==> src/rtl/fifo_sync_pkg.sv <==
// Shared sizing helpers and default parameters for the parametrised synchronous FIFO.
package fifo_sync_pkg;

    localparam int unsigned DataWDefault = 8;
    localparam int unsigned DepthDefault = 16;

    // Pointer width: DEPTH is a power of two, so pointers wrap naturally.
    function automatic int unsigned ptr_width(input int unsigned depth);
        return (depth > 1) ? $clog2(depth) : 1;
    endfunction

    // Count width: one extra bit so the count can hold DEPTH itself.
    function automatic int unsigned cnt_width(input int unsigned depth);
        return ptr_width(depth) + 1;
    endfunction

endpackage

==> src/rtl/fifo_sync_param_if.sv <==
// Producer/consumer bundle for fifo_sync_param; the FIFO sits on the slave modport.
interface fifo_sync_param_if
    import fifo_sync_pkg::*;
#(
    parameter int unsigned DATA_W = DataWDefault,
    parameter int unsigned DEPTH  = DepthDefault
);
    localparam int unsigned CNT_W = cnt_width(DEPTH);

    logic              wr;
    logic [DATA_W-1:0] din;
    logic              rd;
    logic [DATA_W-1:0] dout;
    logic              dout_valid;
    logic              full;
    logic              empty;
    logic              almost_full;
    logic              almost_empty;
    logic [CNT_W-1:0]  fifo_cnt;
    logic              overflow;
    logic              underflow;

    modport master (
        output wr, din, rd,
        input  dout, dout_valid, full, empty, almost_full, almost_empty,
               fifo_cnt, overflow, underflow
    );

    modport slave (
        input  wr, din, rd,
        output dout, dout_valid, full, empty, almost_full, almost_empty,
               fifo_cnt, overflow, underflow
    );

endinterface

==> src/rtl/fifo_sync_ram.sv <==
// DEPTH x DATA_W storage with one write port and one read port offering both a
// combinational and a registered read-data output. Contents are never reset.
module fifo_sync_ram
    import fifo_sync_pkg::*;
#(
    parameter int unsigned DATA_W = DataWDefault,
    parameter int unsigned DEPTH  = DepthDefault,
    parameter int unsigned ADDR_W = ptr_width(DEPTH)
) (
    input  logic              clk_i,
    input  logic              reset_ni,
    input  logic              we_i,
    input  logic [ADDR_W-1:0] waddr_i,
    input  logic [DATA_W-1:0] wdata_i,
    input  logic              re_i,
    input  logic [ADDR_W-1:0] raddr_i,
    output logic [DATA_W-1:0] rdata_o,
    output logic [DATA_W-1:0] rdata_q_o
);

    logic [DATA_W-1:0] mem_q [DEPTH];
    logic [DATA_W-1:0] rdata_q;

    // Storage write; no reset so the array maps onto plain RAM.
    always_ff @(posedge clk_i) begin
        if (we_i) begin
            mem_q[waddr_i] <= wdata_i;
        end
    end

    assign rdata_o = mem_q[raddr_i];

    // Registered read port; holds its value when no read is issued.
    always_ff @(posedge clk_i) begin
        if (!reset_ni) begin
            rdata_q <= '0;
        end else if (re_i) begin
            rdata_q <= rdata_o;
        end
    end

    assign rdata_q_o = rdata_q;

endmodule

==> src/rtl/fifo_sync_param.sv <==
// Parametrised single-clock FIFO with programmable almost-full/almost-empty levels
// and sticky overflow/underflow flags. Define FIFO_SYNC_FWFT_EN for
// first-word-fall-through output; otherwise reads have one cycle of latency.
module fifo_sync_param
    import fifo_sync_pkg::*;
#(
    parameter int unsigned DATA_W = DataWDefault,
    parameter int unsigned DEPTH  = DepthDefault,
    parameter int unsigned AF_LVL = DEPTH - 2,
    parameter int unsigned AE_LVL = 2
) (
    input logic               clk,
    input logic               reset_n,
    fifo_sync_param_if.slave  bus
);

    localparam int unsigned PTR_W = ptr_width(DEPTH);
    localparam int unsigned CNT_W = cnt_width(DEPTH);

    logic [PTR_W-1:0] wr_ptr_q, wr_ptr_d;
    logic [PTR_W-1:0] rd_ptr_q, rd_ptr_d;
    logic [CNT_W-1:0] cnt_q, cnt_d;
    logic             full_q, full_d;
    logic             empty_q, empty_d;
    logic             af_q, af_d;
    logic             ae_q, ae_d;
    logic             ovf_q, ovf_d;
    logic             unf_q, unf_d;
    logic             rd_en, wr_en;
    logic [DATA_W-1:0] rdata_comb, rdata_reg;

    assign rd_en = bus.rd & ~empty_q;
    // A full FIFO still accepts a write when a pop frees a slot in the same cycle.
    assign wr_en = bus.wr & (~full_q | rd_en);

    // Next-state for pointers, occupancy, status and sticky error flags.
    always_comb begin
        wr_ptr_d = wr_ptr_q;
        rd_ptr_d = rd_ptr_q;
        cnt_d    = cnt_q;
        if (wr_en) begin
            wr_ptr_d = wr_ptr_q + PTR_W'(1);
        end
        if (rd_en) begin
            rd_ptr_d = rd_ptr_q + PTR_W'(1);
        end
        unique case ({wr_en, rd_en})
            2'b10:   cnt_d = cnt_q + CNT_W'(1);
            2'b01:   cnt_d = cnt_q - CNT_W'(1);
            default: cnt_d = cnt_q;
        endcase
        full_d  = (cnt_d == CNT_W'(DEPTH));
        empty_d = (cnt_d == '0);
        af_d    = (cnt_d >= CNT_W'(AF_LVL));
        ae_d    = (cnt_d <= CNT_W'(AE_LVL));
        ovf_d   = ovf_q | (bus.wr & ~wr_en);
        unf_d   = unf_q | (bus.rd & empty_q);
    end

    // State registers; reset values match an empty FIFO.
    always_ff @(posedge clk) begin
        if (!reset_n) begin
            wr_ptr_q <= '0;
            rd_ptr_q <= '0;
            cnt_q    <= '0;
            full_q   <= 1'b0;
            empty_q  <= 1'b1;
            af_q     <= 1'b0;
            ae_q     <= 1'b1;
            ovf_q    <= 1'b0;
            unf_q    <= 1'b0;
        end else begin
            wr_ptr_q <= wr_ptr_d;
            rd_ptr_q <= rd_ptr_d;
            cnt_q    <= cnt_d;
            full_q   <= full_d;
            empty_q  <= empty_d;
            af_q     <= af_d;
            ae_q     <= ae_d;
            ovf_q    <= ovf_d;
            unf_q    <= unf_d;
        end
    end

    // Gate with reset_n so an access during reset never touches storage.
    fifo_sync_ram #(
        .DATA_W (DATA_W),
        .DEPTH  (DEPTH),
        .ADDR_W (PTR_W)
    ) u_ram (
        .clk_i     (clk),
        .reset_ni  (reset_n),
        .we_i      (wr_en & reset_n),
        .waddr_i   (wr_ptr_q),
        .wdata_i   (bus.din),
        .re_i      (rd_en & reset_n),
        .raddr_i   (rd_ptr_q),
        .rdata_o   (rdata_comb),
        .rdata_q_o (rdata_reg)
    );

`ifdef FIFO_SYNC_FWFT_EN
    logic [DATA_W-1:0] rdata_reg_unused;
    assign rdata_reg_unused = rdata_reg;

    // Head of queue is always presented; zero while empty.
    assign bus.dout       = empty_q ? '0 : rdata_comb;
    assign bus.dout_valid = ~empty_q;
`else
    logic              dvalid_q;
    logic [DATA_W-1:0] rdata_comb_unused;
    assign rdata_comb_unused = rdata_comb;

    // Valid strobe marks the single cycle after each accepted pop.
    always_ff @(posedge clk) begin
        if (!reset_n) begin
            dvalid_q <= 1'b0;
        end else begin
            dvalid_q <= rd_en;
        end
    end

    assign bus.dout       = rdata_reg;
    assign bus.dout_valid = dvalid_q;
`endif

    assign bus.full         = full_q;
    assign bus.empty        = empty_q;
    assign bus.almost_full  = af_q;
    assign bus.almost_empty = ae_q;
    assign bus.fifo_cnt     = cnt_q;
    assign bus.overflow     = ovf_q;
    assign bus.underflow    = unf_q;

endmodule
==> src/flat_wrapper.sv <==
// flat-port wrapper written by rule: the top's interface ports become plain ports
module fifo_sync_param_flat import fifo_sync_pkg::*;
#(
    parameter int unsigned DATA_W = DataWDefault,
    parameter int unsigned DEPTH  = DepthDefault,
    parameter int unsigned AF_LVL = DEPTH - 2,
    parameter int unsigned AE_LVL = 2
)
  (clk, reset_n, bus_wr, bus_din, bus_rd, bus_dout, bus_dout_valid, bus_full, bus_empty, bus_almost_full, bus_almost_empty, bus_fifo_cnt, bus_overflow, bus_underflow);
  fifo_sync_param_if #(.DATA_W(DATA_W), .DEPTH(DEPTH)) bus_i ();
  input logic clk;
  input logic reset_n;
  input wire logic [$bits(bus_i.wr)-1:0] bus_wr;
  input wire logic [$bits(bus_i.din)-1:0] bus_din;
  input wire logic [$bits(bus_i.rd)-1:0] bus_rd;
  output wire logic [$bits(bus_i.dout)-1:0] bus_dout;
  output wire logic [$bits(bus_i.dout_valid)-1:0] bus_dout_valid;
  output wire logic [$bits(bus_i.full)-1:0] bus_full;
  output wire logic [$bits(bus_i.empty)-1:0] bus_empty;
  output wire logic [$bits(bus_i.almost_full)-1:0] bus_almost_full;
  output wire logic [$bits(bus_i.almost_empty)-1:0] bus_almost_empty;
  output wire logic [$bits(bus_i.fifo_cnt)-1:0] bus_fifo_cnt;
  output wire logic [$bits(bus_i.overflow)-1:0] bus_overflow;
  output wire logic [$bits(bus_i.underflow)-1:0] bus_underflow;
  assign bus_i.wr = bus_wr;
  assign bus_i.din = bus_din;
  assign bus_i.rd = bus_rd;
  assign bus_dout = bus_i.dout;
  assign bus_dout_valid = bus_i.dout_valid;
  assign bus_full = bus_i.full;
  assign bus_empty = bus_i.empty;
  assign bus_almost_full = bus_i.almost_full;
  assign bus_almost_empty = bus_i.almost_empty;
  assign bus_fifo_cnt = bus_i.fifo_cnt;
  assign bus_overflow = bus_i.overflow;
  assign bus_underflow = bus_i.underflow;
  fifo_sync_param #(.DATA_W(DATA_W), .DEPTH(DEPTH), .AF_LVL(AF_LVL), .AE_LVL(AE_LVL)) u_core (.clk(clk), .reset_n(reset_n), .bus(bus_i));
endmodule
==> config.mk <==
export PLATFORM = sky130hd
export DESIGN_NAME = fifo_sync_param_flat
export DESIGN_NICKNAME = d
export VERILOG_FILES = /design/src/rtl/fifo_sync_pkg.sv /design/src/rtl/fifo_sync_param_if.sv /design/src/rtl/fifo_sync_ram.sv /design/src/rtl/fifo_sync_param.sv /design/src/flat_wrapper.sv
export SDC_FILE = /design/constraint.sdc
export NUM_CORES = 1
export LEC_CHECK = 0
export ABC_AREA = 1
export BUFFER_PORTS_ARGS = -buffer_cell sky130_fd_sc_hd__buf_2
export CAP_MARGIN = 20
export CORE_MARGIN = 3
export CORE_UTILIZATION = 57
export CTS_BUF_LIST = sky130_fd_sc_hd__clkbuf_2
export DETAILED_ROUTE_END_ITERATION = 8
export HOLD_SLACK_MARGIN = 0.15
export PLACE_DENSITY = 0.78
export SLEW_MARGIN = 20
export SYNTH_ARGS = -nofsm -noshare
export SYNTH_HDL_FRONTEND = slang
export SYNTH_SLANG_ARGS = --single-unit
==> constraint.sdc <==
create_clock -name clk -period 2.3 [get_ports clk]
set_input_delay 0.115 -clock clk [delete_from_list [all_inputs] [get_ports clk]]
set_output_delay 0.115 -clock clk [all_outputs]
set_load 0.02 [all_outputs]
# Word level (Yosys, flattened, before mapping)
# Memories as Yosys holds them, arrays and structs flattened. A register that Yosys moved wholly into a read port is not among the register bits.
# Cells that the tools add are included.
classes:
  add_sub_neg: 4
  magnitude_cmp: 2
  eq_ne: 3
  muxes: 3
  bitwise_logic: 12
  reduce_logical: 2
op_table:
  columns: ["operator", "count"]
  rows:
  - ["case mux 5 bit (2 select lines)", 1]
  - ["adder 4 x 1 -> 4 bit, second input constant", 2]
  - ["bitwise AND 1 bit", 6]
  - ["adder 5 x 1 -> 5 bit, second input constant", 1]
  - ["== test 5 bit, second input constant", 1]
  - [">= comparator 5 x 4 -> 1 bit, second input constant", 1]
  - ["<= comparator 5 x 2 -> 1 bit, second input constant", 1]
  - ["zero test 5 bit", 1]
  - ["subtractor 5 x 1 -> 5 bit, second input constant", 1]
  - ["inverter 1 bit", 3]
  - ["OR 1 bit", 3]
  - ["== test 2 x 1 -> 1 bit, second input constant", 1]
  - ["== test 2 bit, second input constant", 1]
  - ["two-way mux 1 bit", 2]
  - ["zero test 1 bit", 1]
word_totals:
  reg_bits: 20
  mem_bits_rw: 128
  inputBits: 12
  wordCells: 37
  memories: 1
memory_table:
  columns: ["memory", "depth", "width", "rd", "rd_clocked_by_memory_dff", "wr", "line_no", "rtl"]
  rows:
  - ["u_core.u_ram.mem_q", 16, 8, 1, 1, 1, "fifo_sync_ram.sv:21", "logic [DATA_W-1:0] mem_q [DEPTH];"]

# Logic depth before layout (Yosys ltp)
# Gate-level depths: netlist (run 1).
depth:
  ltp_word: 7
  mapped_depth: 18
  mapped_depth_nobuf: 18

# Hierarchy
# A second synthesis (run 1) with hierarchy kept.
unflattened:
  hier_cells: 714
  hier_area_um2: 6844.1
by_module_without_submodules:
  columns: ["module", "n_inst", "cells_per_inst", "area_each_um2"]
  rows:
  - ["fifo_sync_ram", 1, 578, 5848.1]
  - ["fifo_sync_param", 1, 136, 996.0]

# Worst setup path after synthesis (run 1)
# Ideal clock, no wire load.
synth_path:
  kind: "register to register"
  startpoint: "register u_core.empty_q (netlist: u_core.bus.empty)"
  endpoint: "register u_core.ae_q (netlist: u_core.bus.almost_empty)"
  t_arrival_ns: 2.107
  path_slack_ns: 0.081
  stages_incl_launch_ff: 18
  path_buffers: 1
  period_less_slack_ns: 2.219
  cell_sequence: "dfxtp_1 inv_1 nand2_2 inv_1 clkbuf_1 ha_1 nor2_1 nor2_2 ha_1 inv_1 nand2_1 nand3_1 nand2_1 nand3_1 nand2_1 inv_2 nor2_4 nor2_2"
synth_via:
  elab_chain_cells: 7
  elab_cells_between_ends: 8
  cone_classes: "1 x order compare; 2 x eq/ne; 1 x mux; 4 x bitwise"
synth_rtl:
  columns: ["item", "line_no", "rtl"]
  rows:
  - ["start: declaration", "fifo_sync_param.sv:24", "logic empty_q, empty_d;"]
  - ["start signal: assignment", "fifo_sync_param.sv:77", "empty_q <= empty_d;"]
  - ["inverter 1 bit (*)", "fifo_sync_param.sv:32", "assign rd_en = bus.rd & ~empty_q;"]
  - ["bitwise AND 1 bit (*)", "fifo_sync_param.sv:32", null]
  - ["net u_core.rd_en", "fifo_sync_param.sv:29", "logic rd_en, wr_en;"]
  - ["OR 1 bit", "fifo_sync_param.sv:34", "assign wr_en = bus.wr & (~full_q | rd_en);"]
  - ["bitwise AND 1 bit", "fifo_sync_param.sv:34", null]
  - ["== test 2 x 1 -> 1 bit / == test 2 bit (equally long branches)", "fifo_sync_param.sv:47", "unique case ({wr_en, rd_en})"]
  - ["case mux 5 bit (2 select lines) (*)", "fifo_sync_param.sv:47", null]
  - ["<= comparator 5 x 2 -> 1 bit (*)", "fifo_sync_param.sv:55", "ae_d = (cnt_d <= CNT_W'(AE_LVL));"]
  - ["end signal: assignment", "fifo_sync_param.sv:69", "ae_q <= 1'b1;"]
  - ["end signal: assignment", "fifo_sync_param.sv:79", "ae_q <= ae_d;"]
  - ["end: declaration", "fifo_sync_param.sv:26", "logic ae_q, ae_d;"]
# The timed path passes the listed nets; every way through them passes the cells marked *.
# A chain may end at the register's enable or synchronous reset.

# Final worst setup path (run 1)
layout_path:
  startpoint: "register u_core.empty_q (netlist: u_core.bus.empty)"
  endpoint: "register u_core.full_q (netlist: u_core.bus.full)"
layout_via:
  elab_chain_cells: 7
  elab_cells_between_ends: 8
  cone_classes: "3 x eq/ne; 1 x mux; 4 x bitwise"
layout_rtl:
  columns: ["item", "line_no", "rtl"]
  rows:
  - ["inverter 1 bit (*)", "fifo_sync_param.sv:32", null]
  - ["bitwise AND 1 bit (*)", "fifo_sync_param.sv:32", null]
  - ["OR 1 bit", "fifo_sync_param.sv:34", null]
  - ["bitwise AND 1 bit", "fifo_sync_param.sv:34", null]
  - ["== test 2 x 1 -> 1 bit / == test 2 bit (equally long branches)", "fifo_sync_param.sv:47", null]
  - ["case mux 5 bit (2 select lines) (*)", "fifo_sync_param.sv:47", null]
  - ["== test 5 bit (*)", "fifo_sync_param.sv:52", "full_d = (cnt_d == CNT_W'(DEPTH));"]
  - ["end signal: assignment", "fifo_sync_param.sv:76", "full_q <= full_d;"]
  - ["end: declaration", "fifo_sync_param.sv:23", "logic full_q, full_d;"]
# Every way passes the cells marked *; elsewhere a longest branch is shown, timed or not.

==> results list, run 1 <==
- Of the available clock period, the critical path in the final layout requires 0.914.
- Initial cell density of the core: 0.588
* Num CTS Buffers: 17
- Largest buffer count on any clock path: 2
- The first routing iteration left ~550 violations.
- After synthesis, the most frequently instantiated cells are sky130_fd_sc_hd__nand2_1 (194), sky130_fd_sc_hd__edfxtp_1 (128), sky130_fd_sc_hd__nand3_1 (115), sky130_fd_sc_hd__dfxtp_1 (28), sky130_fd_sc_hd__nor2_1 (27).
- Routed wire per std cell: approximately 18 um
- Worst slew margin relative to its limit: 0.534
- Outcome: finished clean
- Insertion delay to the later sink of the worst-skew pair: 0.71 ns
- For this run, the register share of the synthesized area comes to 0.685.
* Die Height: 112 um
- The analysis attributes to net switching a power of ~1.8 mW.
- Number of maximum-capacitance violations: 0
- Main synth FF type: sky130_fd_sc_hd__edfxtp_1
- In this design, the stage delay of the slowest critical-path cell is between 0.3 and 0.4 ns.
* Delay-heaviest family, CP: simple AND/OR/NAND/NOR gates
- Peak fanout along the critical path: 7
- Setup violations remaining at the end of the flow were counted as 0.
* Placed Area: 6820 um^2
* Ratio of total power to cell area: roughly 860 nW/um^2
- At the placement stage, the worst setup path has a slack of between 0.08 and 0.09 ns.
* Startpoint class of the critical path: flip-flop
- The H-tree was split into 4 levels.
* Detailed Place HPWL: between 9 and 10 mm
* Min Clock Period, post-route: around 2.1 ns
- The first detailed-routing pass ran for 5 iterations.
- Cell with the biggest individual delay on the critical path: sky130_fd_sc_hd__dfxtp_2
* Synthesis Warnings: 0
* Num Clock Sinks: approximately 160
- Post-synthesis async set-or-reset flop share: 0
* Area inside the core boundary: approximately 11,000 um^2
- Synth unique cells: 26
* Fill cell instance count of the final layout: roughly 800
* Post-synth net total: roughly 620
- The path class of the tightest hold or removal check is in2reg.
- Number of storage elements in the synthesis netlist: approximately 160
* Clock tree from TritonCTS: yes
* Largest area contributor in the netlist: sky130_fd_sc_hd__edfxtp_1
* Total overflow reported by the global router: 0
- Die Span X: 112 um
* Measured slew at the worst slew-check pin: 0.698 ns
- Master cell of the clock root buffer: sky130_fd_sc_hd__clkbuf_2
* Post-detailed-route count of antenna-violating nets: 0
- Together, buffers and inverters on the worst path number 2.
* Setup skew after layout: 0.0286 ns
- Static Leakage: approximately 2.9 nW
* Switching Share: 0.279
* Unrepaired setup endpoints after global routing: no
* Floorplan row count: 38
- Cell mode on critical path: sky130_fd_sc_hd__nand2_1
- STA classifies the critical path endpoint as a flip-flop.
* Number of hold-slack violations in the final timing report: 0
- In this run the mean area of a mapped cell was approximately 11 um^2.
- Die ar.: ~13,000 um^2
- Fraction of post-synthesis cell area in the top cell type by area: 0.598
* Port-buffer cells: 31
* Final count of pins violating max slew: 0
- The final layout contains routed wiring with a total length of around 15 mm.
- Final Util: 0.671
- Total negative setup slack: 0 ns
- Overall power consumption after layout is estimated at roughly 6.3 mW.
- Entering global routing, the biggest net connects 67 pins.
- Yosys mapped a number of flops with a built-in enable equal to around 130.
- For this run, the total global-route usage over all layers was measured as 0.246.
- The cell count after synthesis came out at approximately 600.
* Count leader, synth: sky130_fd_sc_hd__nand2_1
- Syn Std Cell Area: roughly 6400 um^2
- Static timing analysis puts the maximum clock frequency at ~480 MHz.
- Data required time of the critical path: 2.97 ns
- Number of global-route vias before repair: ~4,500
* Area Growth Syn to Fin: 14.1%
- In the routed design, unresolved DRC markers number 0.
- After routing the design area is between 7000 and 8000 um^2.
* Vias: 4,698
* Cells taking the most area after synthesis: sky130_fd_sc_hd__edfxtp_1 (60%), sky130_fd_sc_hd__nand2_1 (11%), sky130_fd_sc_hd__nand3_1 (8.9%), sky130_fd_sc_hd__dfxtp_1 (8.7%), sky130_fd_sc_hd__nor2_1 (1.6%)
- I/O pin total: 32
- Routability-driven placement finished with a final weighted congestion of approximately 0.91.
- Data on the critical path arrives at its endpoint at ~2.8 ns.
* First-pass GRT wire length: ~23 mm
* Detail-routed via count per cell: between 5 and 6
- The initial antenna violation count is 1.
- The share of total power dissipated in the clock network is 0.307.
- Across the VDD grid, the largest voltage drop is ~510 uV.
- Relative contribution of sequential cells to total power: 0.509
- Combinational power share: 0.184
- Clock-pin slew reported for the worst setup and hold paths after clock tree synthesis: roughly 0.21 ns
* Worst-case setup margin in the final layout: 0.197 ns
- Worst-path cell chain: inv_1, nand2_4, nand2_1, nand2_2, ha_4, nand2_1, inv_1, nor2_2, ha_1, mux2i_1, nand2_1, nor2_1, nand2_1, nor2_1
- Internal power component: 4.54 mW
- Fraction of layout cells with a size suffix above 1: 0.151
* Crit path kind: reg2reg
- Nets: roughly 680
[stage by stage]
stage	hold slack [ns]	instances
CTS	0.262	814
global placement	0.372	768
global route	0.269	815
finish	0.303	815
floorplan	0.214	599
detailed placement	0.390	768
[power by group through the flow]
stage	logic, mW	clock network (mW)	registers (mW)
6_report	1.16	1.94	3.20
5_1_grt	1.28	2.08	3.22
4_1_cts	1.12	1.96	3.20
3_5_place_dp	1.09	0	3.26
3_3_place_gp	1.05	0	3.26
2_1_floorplan	0.693	0	3.34
[state kept, by name, summed over array words and instances, names as in the netlist, 4 cells and up]
signal	count
u_core.wr_ptr_q	4
u_core.rd_ptr_q	4
u_core.bus.fifo_cnt	5
u_core.u_ram.rdata_q_o	8
u_core.u_ram.mem_q	128
[what timing repair did]
item | CTS | global route
hold buffers | 14 | 0
hold endpoints to repair | 159 | 0
buffers inserted | 0 | 0
endpoints found under the setup margin | 0 | 6
gates resized for setup | 0 | 8
[cell families (layout without fill, tap and decap cells)]
group                      Yosys count  count (layout)  share of synthesized area
AOI/OAI and AO/OA                   33              33                     0.0276
xor gates and xnor gates             1               1                    0.00136
adders and majority gates            8               8                     0.0156
buffers and inverters               53             128                     0.0397
DFF                                156             156                      0.685
muxes                                1               1                    0.00156
other                                0               1                          0
and+or+nand+nor                    347             347                      0.230
[final cells by class]
| type | instances | area (um^2) | area share |
|---|---|---|---|
| flip-flops and latches | 156 | 4410 | 0.600 |
| multi-input cells | 390 | 1810 | 0.246 |
| repair buffers | 71 | 515 | 0.0702 |
| clock inverters | 14 | 248 | 0.0338 |
| well taps | 140 | 175 | 0.0239 |
| inverters | 25 | 93.8 | 0.0128 |
| clock buffers | 18 | 90.1 | 0.0123 |
| diodes | 1 | 2.50 | 0.000341 |
[final timing paths]
check	from	end	slack (ns)	cells after the start
worst max-delay path	u_core.bus.empty$_SDFF_PN1_	u_core.bus.full$_SDFF_PN0_	0.20	14
worst min register to register	u_core.wr_ptr_q[2]$_SDFFE_PN0P_	u_core.wr_ptr_q[2]$_SDFFE_PN0P_	0.57	2
worst min-delay path	bus_rd	u_core.bus.dout_valid$_SDFF_PN0_	0.30	4
worst max register to register	u_core.bus.empty$_SDFF_PN1_	u_core.bus.full$_SDFF_PN0_	0.20	14
[cells in the final DEF (no fill, tap or decap)]
cell,netlist,final
sky130_fd_sc_hd__diode_2,0,1
sky130_fd_sc_hd__nor2_2,3,3
sky130_fd_sc_hd__dlygate4sd3_1,0,14
sky130_fd_sc_hd__nor2_1,27,27
sky130_fd_sc_hd__clkinv_4,0,1
sky130_fd_sc_hd__nand4_1,2,2
sky130_fd_sc_hd__nand2_1,194,193
sky130_fd_sc_hd__mux2i_1,1,1
sky130_fd_sc_hd__edfxtp_1,128,128
sky130_fd_sc_hd__o21ai_1,2,1
sky130_fd_sc_hd__o21a_1,1,1
sky130_fd_sc_hd__a31oi_1,8,8
sky130_fd_sc_hd__clkbuf_2,0,18
sky130_fd_sc_hd__dfxtp_1,28,26
sky130_fd_sc_hd__clkinvlp_4,0,1
sky130_fd_sc_hd__inv_2,3,3
sky130_fd_sc_hd__clkinv_1,3,6
sky130_fd_sc_hd__clkinv_2,0,2
sky130_fd_sc_hd__ha_1,8,7
sky130_fd_sc_hd__inv_1,19,19
sky130_fd_sc_hd__nor3_1,2,2
sky130_fd_sc_hd__nand2_2,3,3
sky130_fd_sc_hd__nand2_4,0,1
sky130_fd_sc_hd__buf_4,5,24
sky130_fd_sc_hd__xor2_1,1,1
sky130_fd_sc_hd__ha_4,0,1
sky130_fd_sc_hd__buf_12,0,2
sky130_fd_sc_hd__bufinv_16,0,7
sky130_fd_sc_hd__dfxtp_2,0,2
sky130_fd_sc_hd__o21ai_4,0,1
sky130_fd_sc_hd__nand3_1,115,115
sky130_fd_sc_hd__a21oi_1,9,8
sky130_fd_sc_hd__nor2_4,1,1
sky130_fd_sc_hd__buf_2,12,31
sky130_fd_sc_hd__a21oi_2,0,1
sky130_fd_sc_hd__o21ai_0,13,13
[routing by layer]
layer,global-route usage,vias to the layer above,part of all wire
li1,-,2187,-
met1,0.334,2227,0.41
met2,0.378,239,0.47
met3,0.0555,45,0.081
met4,0.125,0,0.030
met5,0,-,0
[worst min-delay path, stage by stage]
cell and delay [ns]:
sky130_fd_sc_hd__dlygate4sd3_1 0.54, sky130_fd_sc_hd__buf_2 0.14, sky130_fd_sc_hd__nand2_4 0.10, sky130_fd_sc_hd__nor2_2 0.09
(Power assumes the default switching activity.)
==> run 2: changes to the inputs <==
--- a/config.mk
+++ b/config.mk
@@ -14,6 +14,7 @@
 export DETAILED_ROUTE_END_ITERATION = 8
 export HOLD_SLACK_MARGIN = 0.15
 export PLACE_DENSITY = 0.78
+export REMOVE_ABC_BUFFERS = 1
 export SLEW_MARGIN = 20
 export SYNTH_ARGS = -nofsm -noshare
 export SYNTH_HDL_FRONTEND = slang
==> results list, run 2 (same netlist as run 1, synthesis figures left out) <==
- Outcome: finished clean
* Hold Path Class: in2reg
* Worst stage delay on the critical path: 0.37 ns (about the same)
- The full die area came to 12,600 um^2 (unchanged).
- Cell depth of the worst min-delay path: 4 (unchanged)
- Net Switching: 1.79 mW (+2.0%)
- Num Clock Sinks: 156 (unchanged)
- Clock tree from TritonCTS: yes
* Achievable frequency: 470 MHz (-1.1%)
* Buf+Inv Stages, Crit Path: 3 (+1)
- The die extent in x came to 112 um (unchanged).
* Worst-case setup margin in the final layout: 0.174 ns (-0.0232 ns)
- Ratio of total power to cell area: 794 nW/um^2 (-7.5%)
- Fraction of layout cells with a size suffix above 1: 0.160 (+0.00819)
* Routed wire per std cell: 17.2 um (-5.5%)
- Crit path kind: reg2reg
* Relative contribution of sequential cells to total power: 0.561 (+0.052)
- The count of nets left with antenna violations after detail routing came to 0 (unchanged).
* Data required time of the critical path: 2.92 ns (-0.05 ns)
- Leaving out fill and tap cells, the most frequent cells in the layout are sky130_fd_sc_hd__nand2_1 (193), sky130_fd_sc_hd__edfxtp_1 (128), sky130_fd_sc_hd__nand3_1 (115).
- Switching Share: 0.313 (+0.0343)
* Delay-heaviest family, CP: simple AND/OR/NAND/NOR gates
- Port-buffer cells: 31 (unchanged)
* Sum of routed wire length over all layers: 14.0 mm (-5.2%)
- Insertion delay to the later sink of the worst-skew pair: 0.72 ns (about the same)
- I/O pin total: 32 (unchanged)
- Worst slew margin relative to its limit: 0.537 (+0.00226)
- The setup skew after layout is 0.0295 ns (+0.000983 ns).
* Final Util: 0.659 (-0.0117)
* H-Tree Depth: 4 (unchanged)
- Number of maximum-capacitance violations: 0 (unchanged)
- Number of global-route vias before repair: 4,262 (-5.0%)
- The internal cell power is 3.93 mW (-13%).
* Static Leakage: 2.78 nW (-2.6%)
* Nets: 684 (+0.44%)
- Fill cell instance count of the final layout: 802 (unchanged)
* Number of hold-slack violations in the final timing report: 0 (unchanged)
- Remaining design rule violation count: 0 (unchanged)
- Die Height: 112 um (unchanged)
* Worst slack at placement: 0.147 ns (+0.0664 ns)
* Total negative setup slack: 0 ns (unchanged)
- The via total after detailed routing is 4,571 (-2.7%).
* Final setup fails: 0 (unchanged)
- The share of the cycle needed by the critical path after routing was 0.925 (+0.0101).
- Largest net degree at the start of global routing: 67 (unchanged)
- On the critical path, the stage with the largest delay is an instance of sky130_fd_sc_hd__dfxtp_2.
- Worst hold slack: 0.293 ns (-0.0109 ns)
- Initial DRT Pass Iterations: 5 (unchanged)
- The number of flip-flops under the largest register name is 128 (unchanged).
- Measured slew at the worst slew-check pin: 0.695 ns (-0.00338 ns)
* Cell count of the worst reg-to-reg path: 16 (+2)
- The combinational power share is 0.202 (+0.018).
- Floorplan row count: 38 (unchanged)
* Clock group share of total power: 0.237 (-0.070)
- The initial antenna violation count came to 0 (-1).
- Data arrival time of the critical path: 2.75 ns (-0.03 ns)
- Commonest non-fill, non-tap cell in the layout: sky130_fd_sc_hd__nand2_1
- The critical path depth came to 16 (+2).
- All-layer global routing usage: 0.232 (-0.0146)
* Num CTS Buffers: 17 (unchanged)
* Endpoint class of the critical path: flip-flop
- The starting utilization of the core area came to 0.588 (unchanged).
- Startpoint class of the critical path: flip-flop
- Inserted Diodes: 0 (-1)
- In this run the clock root is driven by a sky130_fd_sc_hd__clkbuf_2.
* VDD IR-drop max: 404 uV (-21%)
* Final weighted congestion of routability-driven global placement: 0.890 (-2.1%)
* Cell mode on critical path: sky130_fd_sc_hd__nand2_1
* Detail-routed via count per cell: 5.59 (-2.9%)
* Worst-path cell chain: inv_1, nand2_2, nand2_1, nand2_1, ha_4, nand2_1, inv_1, nor2_2, ha_1, inv_1, nand2_1, nand4_1, nand4_1, nand2_1, nor2_4, nor2_2
- The flop-to-flop setup slack is 0.17 ns (-0.02 ns).
- Clock-pin slew reported for the worst setup and hold paths after clock tree synthesis: 0.21 ns (about the same)
- The sum of net half-perimeters after detailed placement came to 8.76 mm (-4.4%).
- Min Clock Period, post-route: 2.13 ns (+0.0232 ns)
- Detailed Route Iter0 Violations: 546 (-0.18%)
- The largest fanout of any net on the critical path came to 7 (unchanged).
- Largest buffer count on any clock path: 2 (unchanged)
- Area Growth Syn to Fin: 12.1%
- The final number of max-transition violations is 0 (unchanged).
- The wire length of the first global-routing pass came to 22.1 mm (-5.9%).
- The total global routing overflow came to 0 (unchanged).
- Area inside the core boundary: 10,900 um^2 (unchanged)
- Register name with the most flops: u_core.u_ram.mem_q
==> run 2: changes by cell type in the layout (fill, tap and decap cells not counted), sizes merged <==
cell         before  now
buf              57   61
bufinv            7    1
clkbuf           18   19
clkinvlp          1    6
diode             1    0
dlygate4sd3      14   13
==> run 2: area by class of cell <==
| class | count | area, um^2 | area share |
|---|---|---|---|
| clock buffers | 19 | 95.1 | 0.0132 |
| flip-flops and latches | 156 | 4410 | 0.611 |
| well taps | 140 | 175 | 0.0243 |
| inverters | 25 | 93.8 | 0.0130 |
| repair buffers | 74 | 523 | 0.0725 |
| clock inverters | 13 | 123 | 0.0170 |
| multi-input cells | 390 | 1800 | 0.249 |
==> run 2: worst min-delay path, delay by kind of cell <==
family	cells	cell delay, ns
AOI/OAI and AO/OA	1	0.08
buffers and inverters	2	0.66
and+or+nand+nor	1	0.13
==> run 2: repair_timing <==
| action | CTS | global route |
|---|---|---|
| hold endpoints to repair | 156 | 0 |
| buffers inserted | 0 | 3 |
| endpoints found under the setup margin | 0 | 6 |
| resized for setup | 0 | 6 |
| hold buffers | 13 | 0 |
==> run 2: per-layer routing <==
| metal | track usage | part of all wire | wire length (um) | up-vias |
|---|---|---|---|---|
| met1 | 0.320 | 0.41 | 5690 | 2136 |
| met4 | 0.0889 | 0.016 | 228 | 0 |
| met2 | 0.366 | 0.48 | 6770 | 227 |
| met3 | 0.0485 | 0.095 | 1330 | 22 |
| met5 | 0 | 0 | 0 | - |
| li1 | - | - | - | 2186 |
==> run 2: path summary, 6_finish.rpt <==
check	startpoint	end
setup / recovery	u_core.bus.empty$_SDFF_PN1_	u_core.bus.almost_empty$_SDFF_PN1_
hold / removal	bus_rd	u_core.rd_ptr_q[1]$_SDFFE_PN0P_
setup reg to reg	u_core.bus.empty$_SDFF_PN1_	u_core.bus.almost_empty$_SDFF_PN1_
hold reg to reg	u_core.wr_ptr_q[2]$_SDFFE_PN0P_	u_core.wr_ptr_q[2]$_SDFFE_PN0P_
==> run 2: power groups by stage <==
stage	combinational, mW	sequential (mW)	clock, mW
floorplan	0.572	3.39	0
global placement	1.04	3.26	0
detailed placement	1.07	3.27	0
CTS	1.09	3.21	1.37
global route	1.30	3.22	1.51
finish	1.16	3.21	1.36
==> run 2: per-stage QoR <==
step                cell area [um^2]  total power, mW  std cells
global route                    7210             6.02        817
finish                          7210             5.72        817
CTS                             7170             5.67        814
global placement                6820             4.31        769
detailed placement              6820             4.34        769
floorplan                       6270             3.97        571
